**config.mk**
```make
export PLATFORM = sky130hd
export DESIGN_NAME = divider_recompose_mul_flat
export DESIGN_NICKNAME = d
export VERILOG_FILES = /design/src/rtl/divider_pkg.sv /design/src/rtl/divider_recompose_mul_if.sv /design/src/rtl/recompose_abs_diff.sv /design/src/rtl/divider_recompose_mul.sv /design/src/flat_wrapper.sv
export SDC_FILE = /design/constraint.sdc
export NUM_CORES = 1
export LEC_CHECK = 0
export ABC_AREA = 1
export BUFFER_PORTS_ARGS = -buffer_cell sky130_fd_sc_hd__buf_2
export CORE_MARGIN = 2
export CORE_UTILIZATION = 58
export DETAILED_ROUTE_END_ITERATION = 6
export PLACE_DENSITY_LB_ADDON = 0.2
export SYNTH_ARGS = -nofsm -noshare
export SYNTH_HDL_FRONTEND = slang
export SYNTH_SLANG_ARGS = --single-unit
```
**constraint.sdc**
```tcl
create_clock -name clk -period 2.42 [get_ports clk]
set_input_delay 0.242 -clock clk [delete_from_list [all_inputs] [get_ports clk]]
set_output_delay 0.242 -clock clk [all_outputs]
set_load 0.01 [all_outputs]
```
**src/rtl/divider_pkg.sv**
```systemverilog
// Shared widths, counter width and FSM state encoding for the divider recompose block.
package divider_pkg;

  localparam int unsigned QW = 8;
  localparam int unsigned DW = 8;
  localparam int unsigned NW = 16;
  localparam int unsigned AW = NW + 1;
  localparam int unsigned CW = $clog2(QW);

  typedef enum logic [1:0] {
    IDLE = 2'd0,
    MUL  = 2'd1,
    DONE = 2'd2
  } state_e;

endpackage

```
**src/rtl/divider_recompose_mul_if.sv**
```systemverilog
// Producer/consumer handshake bundle for divider_recompose_mul.
// The n_ref/err_abs/err_flag signals exist only when DIV_ERR_CHECK_EN is defined.
interface divider_recompose_mul_if;
  import divider_pkg::*;

  logic          in_valid;
  logic          in_ready;
  logic [QW-1:0] q;
  logic [DW-1:0] d;
  logic [QW-1:0] r;
  logic          out_valid;
  logic          out_ready;
  logic [NW-1:0] n_out;
`ifdef DIV_ERR_CHECK_EN
  logic [NW-1:0] n_ref;
  logic [NW-1:0] err_abs;
  logic          err_flag;

  modport master (output in_valid, q, d, r, n_ref, out_ready,
                  input  in_ready, out_valid, n_out, err_abs, err_flag);
  modport slave  (input  in_valid, q, d, r, n_ref, out_ready,
                  output in_ready, out_valid, n_out, err_abs, err_flag);
`else
  modport master (output in_valid, q, d, r, out_ready,
                  input  in_ready, out_valid, n_out);
  modport slave  (input  in_valid, q, d, r, out_ready,
                  output in_ready, out_valid, n_out);
`endif

endinterface

```
**src/rtl/recompose_abs_diff.sv**
```systemverilog
// Combinational NW-bit absolute difference |a-b| with a nonzero indicator.
module recompose_abs_diff
  import divider_pkg::*;
(
  input  logic [NW-1:0] a_i,
  input  logic [NW-1:0] b_i,
  output logic [NW-1:0] abs_c_o,
  output logic          nonzero_c_o
);

  always_comb begin
    abs_c_o     = (a_i >= b_i) ? (a_i - b_i) : (b_i - a_i);
    nonzero_c_o = (a_i != b_i);
  end

endmodule

```
**src/rtl/divider_recompose_mul.sv**
```systemverilog
// Sequential shift-add recomposer n_out = q*d + r, one partial product per cycle.
// Optional DIV_ERR_CHECK_EN adds the compare against the original dividend.
module divider_recompose_mul
  import divider_pkg::*;
(
  input  logic                    clk,
  input  logic                    rst,
  divider_recompose_mul_if.slave  bus_io
);

  state_e        state_q, state_d;
  logic [AW-1:0] acc_q, acc_d;
  logic [NW-1:0] d_sh_q, d_sh_d;
  logic [QW-1:0] q_sh_q, q_sh_d;
  logic [CW-1:0] cnt_q, cnt_d;
  logic          in_ready_q, in_ready_d;
  logic          out_valid_q, out_valid_d;
  logic [NW-1:0] n_out_q, n_out_d;
  logic [AW-1:0] acc_step_c;

`ifdef DIV_ERR_CHECK_EN
  logic [NW-1:0] n_ref_q, n_ref_d;
  logic          range_err_q, range_err_d;
  logic [NW-1:0] err_abs_q, err_abs_d;
  logic          err_flag_q, err_flag_d;
  logic [NW-1:0] abs_c;
  logic          nonzero_c;

  // Compare uses the post-step accumulator so the result is ready on the MUL->DONE edge.
  recompose_abs_diff u_abs_diff (
    .a_i         (n_ref_q),
    .b_i         (acc_step_c[NW-1:0]),
    .abs_c_o     (abs_c),
    .nonzero_c_o (nonzero_c)
  );
`endif

  assign acc_step_c = acc_q + (q_sh_q[0] ? AW'(d_sh_q) : AW'(0));

  always_comb begin
    state_d     = state_q;
    acc_d       = acc_q;
    d_sh_d      = d_sh_q;
    q_sh_d      = q_sh_q;
    cnt_d       = cnt_q;
    n_out_d     = n_out_q;
`ifdef DIV_ERR_CHECK_EN
    n_ref_d     = n_ref_q;
    range_err_d = range_err_q;
    err_abs_d   = err_abs_q;
    err_flag_d  = err_flag_q;
`endif

    unique case (state_q)
      IDLE: begin
        if (bus_io.in_valid) begin
          acc_d   = AW'(bus_io.r);
          d_sh_d  = NW'(bus_io.d);
          q_sh_d  = bus_io.q;
          cnt_d   = '0;
          state_d = MUL;
`ifdef DIV_ERR_CHECK_EN
          n_ref_d     = bus_io.n_ref;
          range_err_d = (bus_io.d != '0) && (DW'(bus_io.r) >= bus_io.d);
`endif
        end
      end
      MUL: begin
        acc_d  = acc_step_c;
        d_sh_d = d_sh_q << 1;
        q_sh_d = q_sh_q >> 1;
        cnt_d  = cnt_q + CW'(1);
        if (cnt_q == CW'(QW - 1)) begin
          state_d = DONE;
          n_out_d = acc_step_c[NW-1:0];
`ifdef DIV_ERR_CHECK_EN
          err_abs_d  = abs_c;
          err_flag_d = nonzero_c | range_err_q;
`endif
        end
      end
      DONE: begin
        if (bus_io.out_ready) state_d = IDLE;
      end
      default: state_d = IDLE;
    endcase

    in_ready_d  = (state_d == IDLE);
    out_valid_d = (state_d == DONE);
  end

  always_ff @(posedge clk or posedge rst) begin
    if (rst) begin
      state_q     <= IDLE;
      acc_q       <= '0;
      d_sh_q      <= '0;
      q_sh_q      <= '0;
      cnt_q       <= '0;
      in_ready_q  <= 1'b1;
      out_valid_q <= 1'b0;
      n_out_q     <= '0;
`ifdef DIV_ERR_CHECK_EN
      n_ref_q     <= '0;
      range_err_q <= 1'b0;
      err_abs_q   <= '0;
      err_flag_q  <= 1'b0;
`endif
    end else begin
      state_q     <= state_d;
      acc_q       <= acc_d;
      d_sh_q      <= d_sh_d;
      q_sh_q      <= q_sh_d;
      cnt_q       <= cnt_d;
      in_ready_q  <= in_ready_d;
      out_valid_q <= out_valid_d;
      n_out_q     <= n_out_d;
`ifdef DIV_ERR_CHECK_EN
      n_ref_q     <= n_ref_d;
      range_err_q <= range_err_d;
      err_abs_q   <= err_abs_d;
      err_flag_q  <= err_flag_d;
`endif
    end
  end

  assign bus_io.in_ready  = in_ready_q;
  assign bus_io.out_valid = out_valid_q;
  assign bus_io.n_out     = n_out_q;
`ifdef DIV_ERR_CHECK_EN
  assign bus_io.err_abs   = err_abs_q;
  assign bus_io.err_flag  = err_flag_q;
`endif

  // 255*255+255 fits in NW bits, so the carry bit must never be reached.
  acc_no_overflow_a: assert property (@(posedge clk) disable iff (rst) !acc_q[NW]);

endmodule
```
**src/flat_wrapper.sv**
```systemverilog
// flat-port wrapper written by rule: the top's interface ports become plain ports
module divider_recompose_mul_flat import divider_pkg::*;
  (clk, rst, bus_io_in_valid, bus_io_q, bus_io_d, bus_io_r, bus_io_out_ready, bus_io_in_ready, bus_io_out_valid, bus_io_n_out);
  divider_recompose_mul_if bus_io_i ();
  input  logic clk;
  input  logic rst;
  input wire logic [$bits(bus_io_i.in_valid)-1:0] bus_io_in_valid;
  input wire logic [$bits(bus_io_i.q)-1:0] bus_io_q;
  input wire logic [$bits(bus_io_i.d)-1:0] bus_io_d;
  input wire logic [$bits(bus_io_i.r)-1:0] bus_io_r;
  input wire logic [$bits(bus_io_i.out_ready)-1:0] bus_io_out_ready;
  output wire logic [$bits(bus_io_i.in_ready)-1:0] bus_io_in_ready;
  output wire logic [$bits(bus_io_i.out_valid)-1:0] bus_io_out_valid;
  output wire logic [$bits(bus_io_i.n_out)-1:0] bus_io_n_out;
  assign bus_io_i.in_valid = bus_io_in_valid;
  assign bus_io_i.q = bus_io_q;
  assign bus_io_i.d = bus_io_d;
  assign bus_io_i.r = bus_io_r;
  assign bus_io_i.out_ready = bus_io_out_ready;
  assign bus_io_in_ready = bus_io_i.in_ready;
  assign bus_io_out_valid = bus_io_i.out_valid;
  assign bus_io_n_out = bus_io_i.n_out;
  divider_recompose_mul u_core (.clk(clk), .rst(rst), .bus_io(bus_io_i));
endmodule
```
# Word-level counts from Yosys, hierarchy flattened

Cells that the tools add are included.

Flip-flop bits (word level): 64
Input bits: 28
Logic and storage cells: 33

$add $sub $neg: 2
Eq/ne operators: 5
Mux-type cells: 13
Reduce and logical (&&, ||, !) cells: 5

Operator list:

| operator            | count |
|---|---|
| $pmux 17 s2         | 1 |
| $mux 16             | 2 |
| $pmux 16 s2         | 1 |
| $add 17x17->17      | 1 |
| $mux 17             | 1 |
| $pmux 8 s2          | 1 |
| $mux 8              | 1 |
| $mux 2              | 3 |
| $pmux 2 s3          | 1 |
| $pmux 3 s2          | 1 |
| $eq 2x2->1 const B  | 2 |
| $logic_not 2->1     | 2 |
| $reduce_and 2->1    | 2 |
| $add 3x1->3 const B | 1 |
| $eq 3x3->1 const B  | 1 |
| $mux 3              | 1 |
| $eq 2x1->1 const B  | 1 |
| $ne 2x2->1 const B  | 1 |
| $reduce_bool 2->1   | 1 |

# Longest topological paths before layout

Gate-level depths: netlist of run 1.

Depth after elaboration: 4
Mapped depth: 15
Gate-level depth less buffers: 13

# Least setup slack after synthesis of run 1

No wires, ideal clock.

Path kind: register -> register
Start point: register u_core.q_sh_q[0]
End point: register u_core.acc_q[15]
Data arrival time: 1.770 ns
Data required time: 2.303 ns
Slack: 0.532 ns
Stages on the path, launching flop included: 14
Cell sequence: dfrtp_1 > buf_2 > clkbuf_1 > nand2_1 > inv_1 > ha_1 > nand2_1 > inv_1 > a21oi_1 > nand2_1 > nand2_1 > nand3_1 > nand3_1 > nand2_1

Word-level cells in the longest chain between the ends: 3

RTL lines:

| element                | RTL line                     | text |
|---|---|---|
| start, declared        | divider_recompose_mul.sv:14  | `logic [QW-1:0] q_sh_q, q_sh_d;` |
| start signal, assigned | divider_recompose_mul.sv:112 | `q_sh_q <= q_sh_d;` |
| $mux 16                | divider_recompose_mul.sv:38  | `assign acc_step_c = acc_q + (q_sh_q[0] ? AW'(d_sh_q) : AW'(0));` |
| $add 17x17->17         | divider_recompose_mul.sv:38  |  |
| $pmux 17 s2            | divider_recompose_mul.sv:54  | `unique case (state_q)` |
| end signal, assigned   | divider_recompose_mul.sv:95  | `acc_q <= '0;` |
| end signal, assigned   | divider_recompose_mul.sv:110 | `acc_q <= acc_d;` |
| end, declared          | divider_recompose_mul.sv:12  | `logic [AW-1:0] acc_q, acc_d;` |

No other way between the ends.
A chain may end at the register's enable or synchronous reset.

# Worst setup path after layout of run 1

Start point: register u_core.q_sh_q[0]
End point: register u_core.acc_q[14]

Same word-level chain as after synthesis.

==> summary.txt, run 1 <==
Rows -> 28
Arr. time, crit path -> 2.44 ns
DRC -> 0
Ant diodes -> 0
Pre-Repair DR Iteration Count -> 5
Rel. slew slack -> 52.4%
Starting Density -> 60.2%
Power per Cell Area -> 1490 nW/um^2
CTS tree -> yes
Yosys top cell area share -> 43.3%
Clock root cell -> clkbuf_8
Fin cells -> 611
Most used cell, CP -> nand2_1
Num ports -> 46
DP HPWL -> 5.90 mm
MaxCap Viol Count -> 0
Placed cell areas -> 3840 um^2
Worst path bufs/invs -> 1
Slew Limit Fails -> 0
Synth cell types -> 29
Clock Tree Buf Depth -> 2
Worst-margin pin slew -> 0.713 ns
Vias -> 3201
Minimum clock period -> 2.21 ns
HP Start -> bus_io_out_ready
Vias in the first global route -> 3037
Post-synth top cells -> 172 x nand2_1, 66 x inv_1, 62 x dfrtp_1, 35 x o21ai_1, 34 x nor2_1
Share of layout cells above drive strength 1 -> 13.2%
Final worst slack -> 0.209 ns
Port Buf Inserts -> 45
Skew-Pair Late Insertion Delay -> 0.34 ns
Final ANT Viol Nets -> 0
Total track usage -> 27.0%
Status -> completed
CP endpoint kind -> register
Number of vias per cell -> 5.24
DR WL/cell -> 13.4 um
Seq cells post-synth -> 63
1st-iter DRT viols -> 188
Main synth FF type -> dfrtp_1
Req. time, crit path -> 2.65 ns
Synthesis Warnings -> 0
Total CTS buffers -> 9
Max VDD drop -> 0.898 mV
RSZ-0062 raised after global routing -> false
Clk slew on worst S/H paths -> 0.07 ns
Synth area leader -> dfrtp_1
Setup Skew -> 0.0112 ns
HP Class -> in -> reg
Synth Net Count -> 535
Setup crit start kind -> register
Syn-to-layout area delta -> 12.8%
Post-Syn Area per Cell -> 7.33 um^2
Final design utilization -> 67.9%
Hold Vio Cnt, Final -> 0
Total Neg Setup Slack -> 0 ns
FFs w/ async S/R, synth -> 100%
Total gr overflow -> 0
Reg2reg start -> u_core.q_sh_q[0]$_DFFE_PP0P_
Critical path's slowest cell -> dfrtp_1
# nets final -> 579
Fin crit share -> 91.3%
Die area -> 6820 um^2
Top delay family on crit path -> simple AND/OR/NAND/NOR gates
Die span in x -> 82.6 um
Core box area -> 5960 um^2
Crit path max fanout -> 17
Fmax -> 452 MHz
Synth top area cells -> dfrtp_1 43%, nand2_1 18%, inv_1 6.9%
H-tree depth -> 3
Post-synth EDFFs -> 0
Clk sinks -> 63
Cell with the most instances after synthesis -> nand2_1
Cell Count Post-Placement -> 596
Cell area after layout -> 4040 um^2
Post-Syn Area -> 3580 um^2
Place WS -> 0.243 ns
Total length of routed wires -> 8.20 mm
Post-synthesis sequential area ratio -> 44.0%
CP startpoint -> u_core.q_sh_q[0]$_DFFE_PP0P_
GPL Wtd Cong -> 0.918
Die Y -> 82.6 um
Endpoints failing setup -> 0
Setup CP Type -> reg -> reg
Mapped Cells -> 489
Initial antenna violation count -> 0
First-pass GRT wire length -> 13.9 mm
Largest net degree at the start of global routing -> 41
Post-CTS sizing -> 0
CP cell instances -> nand2_1, inv_1, ha_1, fa_1, nand2_1, nand3_1, nand2_1, nand3_1, nand3_1, nand2_1
CP max stage delay -> 0.57 ns
Leak Pwr -> 2.30 nW
-- cell usage in the layout (no fill, tap or decap), types with 3 or more instances in the layout --
cell / n
nand2_1: 172
inv_1: 65
dfrtp_1: 62
buf_2: 45
o21ai_1: 35
nor2_1: 34
nand3_1: 28
ha_1: 17
a21oi_1: 13
o21ai_0: 10
clkbuf_8: 10
o22ai_1: 8
inv_2: 6
nand3b_1: 3
xnor2_1: 3
-- final timing paths --
kind	to	slack [ns]	cells after the start
setup / recovery	u_core.acc_q[14]$_DFFE_PP0P_	0.21	10
hold / removal	u_core.bus_io.out_valid$_DFF_PP0_	0.1	2
setup reg to reg	u_core.acc_q[14]$_DFFE_PP0P_	0.21	10
hold reg to reg	u_core.bus_io.n_out[0]$_DFFE_PP0P_	0.47	2
max in group asynchronous	u_core.bus_io.in_ready$_DFF_PP1_	1.30	4
min in group asynchronous	u_core.acc_q[15]$_DFFE_PP0P_	0.48	3
-- flip-flops by register name, summed over array words and instances (netlist names) --
| signal | count |
|---|---|
| u_core.d_sh_q | 16 |
| u_core.cnt_q | 3 |
| u_core.bus_io.out_valid | 1 |
| u_core.q_sh_q | 8 |
| u_core.bus_io.n_out | 16 |
| u_core.state_q | 2 |
| u_core.acc_q | 16 |
| u_core.bus_io.in_ready | 1 |
-- logic make-up after synthesis --
| family | Yosys count | share of synthesized area, % |
|---|---|---|
| flip-flops | 63 | 44.0 |
| buffers and inverters | 87 | 10.0 |
| XOR/XNOR | 5 | 1.22 |
| AO/OA/AOI/OAI | 71 | 10.6 |
| adder cells (fa/ha/maj) | 18 | 6.49 |
| AND/OR/NAND/NOR | 245 | 27.6 |
-- timing repair --
action | 4_1_cts | 5_1_grt
setup endpoints to repair | 0 | 0
buffers inserted | 0 | 0
hold buffers | 1 | 0
endpoints found under the hold margin | 23 | 0
-- stage by stage --
stage	hold slack [ns]	power [mW]
finish	0.0994	6.01
global route	0.107	6.62
CTS	0.0922	6.02
detailed placement	0.327	5.10
global placement	0.304	4.98
floorplan	0.337	4.35
-- layer usage --
metal	vias up	part of all wire, %	GRT usage [%]	routed length [um]
li1	1621	-	-	-
met2	77	47	44.1	3870
met1	1492	47	36.9	3880
met3	11	4.2	4.35	344
met5	-	0	0	0
met4	0	1.3	8.20	106
-- where the power goes --
group	switching (mW)	leakage [nW]	internal [mW]	total, mW
Clock	0.403	0.0875	0.493	0.895
Combinational	2.03	1.44	1.18	3.22
Sequential	0.334	0.780	1.56	1.89
-- cell type report --
cell class	instances	area, um^2
Multi-Input combinational cell	339	1650
Timing Repair Buffer	49	270
Fill cell	510	1910
Clock inverter	3	45.0
Clock buffer	11	141
Tap cell	75	93.8
Sequential cell	63	1580
Inverter	71	267
No activity file was read; power rests on OpenSTA's default activity.
==> inputs of run 2 (changes only) <==
--- a/config.mk
+++ b/config.mk
@@ -11,6 +11,7 @@
 export CORE_UTILIZATION = 58
 export DETAILED_ROUTE_END_ITERATION = 6
 export PLACE_DENSITY_LB_ADDON = 0.2
+export RECOVER_POWER = 50
 export SYNTH_ARGS = -nofsm -noshare
 export SYNTH_HDL_FRONTEND = slang
 export SYNTH_SLANG_ARGS = --single-unit
==> summary.txt, run 2 (synthesis gave the netlist of run 1 again) <==
CTS tree -> yes (unchanged)
H-tree depth -> 3 (unchanged)
HP Class -> in -> reg (unchanged)
Setup Skew -> 0.0112 ns (about the same)
MaxCap Viol Count -> 0 (unchanged)
Hold depth -> 2 (unchanged)
Clk sinks -> 63 (unchanged)
Leak Pwr -> 2.24 nW (was 2.30 nW)
Req. time, crit path -> 2.65 ns (about the same)
Arr. time, crit path -> 2.45 ns (was 2.44 ns)
Port Buf Inserts -> 45 (unchanged)
HP Start -> bus_io_out_ready (unchanged)
Power per Cell Area -> 1490 nW/um^2 (about the same)
Clock Tree Buf Depth -> 2 (unchanged)
Minimum clock period -> 2.22 ns (was 2.21 ns)
Number of vias per cell -> 5.27 (was 5.24)
Num ports -> 46 (unchanged)
RSZ-0062 raised after global routing -> false (unchanged)
Post-CTS sizing -> 0 (unchanged)
Skew-Pair Late Insertion Delay -> 0.35 ns (was 0.34 ns)
Endpoints failing setup -> 0 (unchanged)
DP HPWL -> 5.90 mm (unchanged)
Pre-Repair DR Iteration Count -> 5 (unchanged)
Critical path's slowest cell -> dfrtp_1 (unchanged)
Die span in x -> 82.6 um (unchanged)
Hold Vio Cnt, Final -> 0 (unchanged)
1st-iter DRT viols -> 212 (was 188)
Commonest non-fill, non-tap cells in the layout -> 172 x nand2_1, 66 x inv_1, 62 x dfrtp_1, 35 x o21ai_1, 34 x nor2_1 (was 172 x nand2_1, 65 x inv_1, 62 x dfrtp_1, 45 x buf_2, 35 x o21ai_1)
Ant diodes -> 0 (unchanged)
Top delay family on crit path -> simple AND/OR/NAND/NOR gates (unchanged)
Total CTS buffers -> 9 (unchanged)
Total gr overflow -> 0 (unchanged)
Hold_ws -> 0.0965 ns (was 0.0994 ns)
Critical R2R Capture -> u_core.acc_q[14]$_DFFE_PP0P_ (unchanged)
Fin crit share -> 91.7% (was 91.3%)
Clock root cell -> clkbuf_8 (unchanged)
Most used cell, CP -> nand2_1 (unchanged)
Setup CP Type -> reg -> reg (unchanged)
Worst Hold Endpoint -> u_core.bus_io.out_valid$_DFF_PP0_ (unchanged)
# nets final -> 579 (unchanged)
Setup crit start kind -> register (unchanged)
Max VDD drop -> 0.899 mV (was 0.898 mV)
Starting Density -> 60.2% (unchanged)
Worst-margin pin slew -> 0.886 ns (was 0.713 ns)
CP endpoint kind -> register (unchanged)
Rel. slew slack -> 40.9% (was 52.4%)
Crit path max fanout -> 17 (unchanged)
Worst path bufs/invs -> 1 (unchanged)
Total Neg Setup Slack -> 0 ns (unchanged)
Clk slew on worst S/H paths -> 0.07 ns (about the same)
Flop2flop setup slack -> 0.20 ns (was 0.21 ns)
DRC -> 0 (unchanged)
Syn-to-layout area delta -> 11.8% (was 12.8%)
Most common cell after layout, fill and taps aside -> nand2_1 (unchanged)
Largest net degree at the start of global routing -> 41 (unchanged)
Initial antenna violation count -> 0 (unchanged)
Vias in the first global route -> 3037 (unchanged)
CP cell instances -> nand2_1, inv_1, ha_1, fa_1, nand2_1, nand3_1, nand2_1, nand3_1, nand3_1, nand2_1 (unchanged)
First-pass GRT wire length -> 13.9 mm (unchanged)
Total length of routed wires -> 8.23 mm (was 8.20 mm)
Die Y -> 82.6 um (unchanged)
CP max stage delay -> 0.58 ns (was 0.57 ns)
GPL Wtd Cong -> 0.918 (unchanged)
Rows -> 28 (unchanged)
Die area -> 6820 um^2 (unchanged)
Slew Limit Fails -> 0 (unchanged)
Vias -> 3221 (was 3201)
DR WL/cell -> 13.5 um (was 13.4 um)
Status -> completed (unchanged)
Final ANT Viol Nets -> 0 (unchanged)
Core box area -> 5960 um^2 (unchanged)
Total track usage -> 27.0% (unchanged)
Share of layout cells above drive strength 1 -> 9.70% (was 13.2%)
Fmax -> 451 MHz (was 452 MHz)
Reg2reg start -> u_core.q_sh_q[0]$_DFFE_PP0P_ (unchanged)
R2R depth -> 10 (unchanged)
run 2: cell types whose count changed in the layout (fill, tap and decap cells not counted):
cell      delta
inv_2        -1
buf_2       -18
buf_12       -1
clkbuf_4     +1
inv_1        +1
clkbuf_1    +18
run 2: how the worst max path moves through the flow:
stage / startpoint / to / slack [ns] / depth (start not counted)
floorplan: u_core.q_sh_q[0]$_DFFE_PP0P_ / u_core.acc_q[15]$_DFFE_PP0P_ / 0.53 / 13
global placement: u_core.q_sh_q[0]$_DFFE_PP0P_ / u_core.bus_io.n_out[8]$_DFFE_PP0P_ / 0.32 / 10
detailed placement: u_core.q_sh_q[0]$_DFFE_PP0P_ / u_core.bus_io.n_out[8]$_DFFE_PP0P_ / 0.24 / 10
CTS: u_core.q_sh_q[0]$_DFFE_PP0P_ / u_core.acc_q[8]$_DFFE_PP0P_ / 0.20 / 10
global route: u_core.q_sh_q[0]$_DFFE_PP0P_ / u_core.bus_io.n_out[15]$_DFFE_PP0P_ / 0.007 / 12
finish: u_core.q_sh_q[0]$_DFFE_PP0P_ / u_core.acc_q[14]$_DFFE_PP0P_ / 0.20 / 10
run 2: metrics by stage:
stage               util, %  cells  setup slack (ns)  power (mW)  area, um^2
finish                 67.3    611             0.201        5.98        4010
global route           67.3    611           0.00693        6.59        4010
CTS                    67.9    611             0.198        6.02        4040
detailed placement     64.6    596             0.243        5.10        3840
global placement       64.6    596             0.317        4.98        3840
floorplan                 -    489             0.532        4.35        3580
run 2: timing repair:
action,4_1_cts,5_1_grt
setup buffers,0,0
hold buffers,1,0
endpoints found under the hold margin,23,0
endpoints found under the setup margin,0,0
run 2: layout make-up:
cell class	instances	area, um^2
Timing Repair Buffer	49	235
Clock buffer	11	141
Multi-Input combinational cell	339	1650
Sequential cell	63	1580
Tap cell	75	93.8
Inverter	71	267
Clock inverter	3	45.0
Fill cell	521	1950
run 2: report_power, final:
part	switching [mW]	internal [mW]	total (mW)
Sequential	0.340	1.56	1.90
Combinational	2.04	1.15	3.19
Clock	0.402	0.493	0.894
run 2: per-layer routing:
metal / GRT usage, % / vias to the layer above / wire, um
met4: 8.20 / 0 / 116
met2: 44.1 / 81 / 3830
li1: - / 1621 / -
met3: 4.35 / 12 / 346
met5: 0 / - / 0
met1: 36.9 / 1507 / 3930
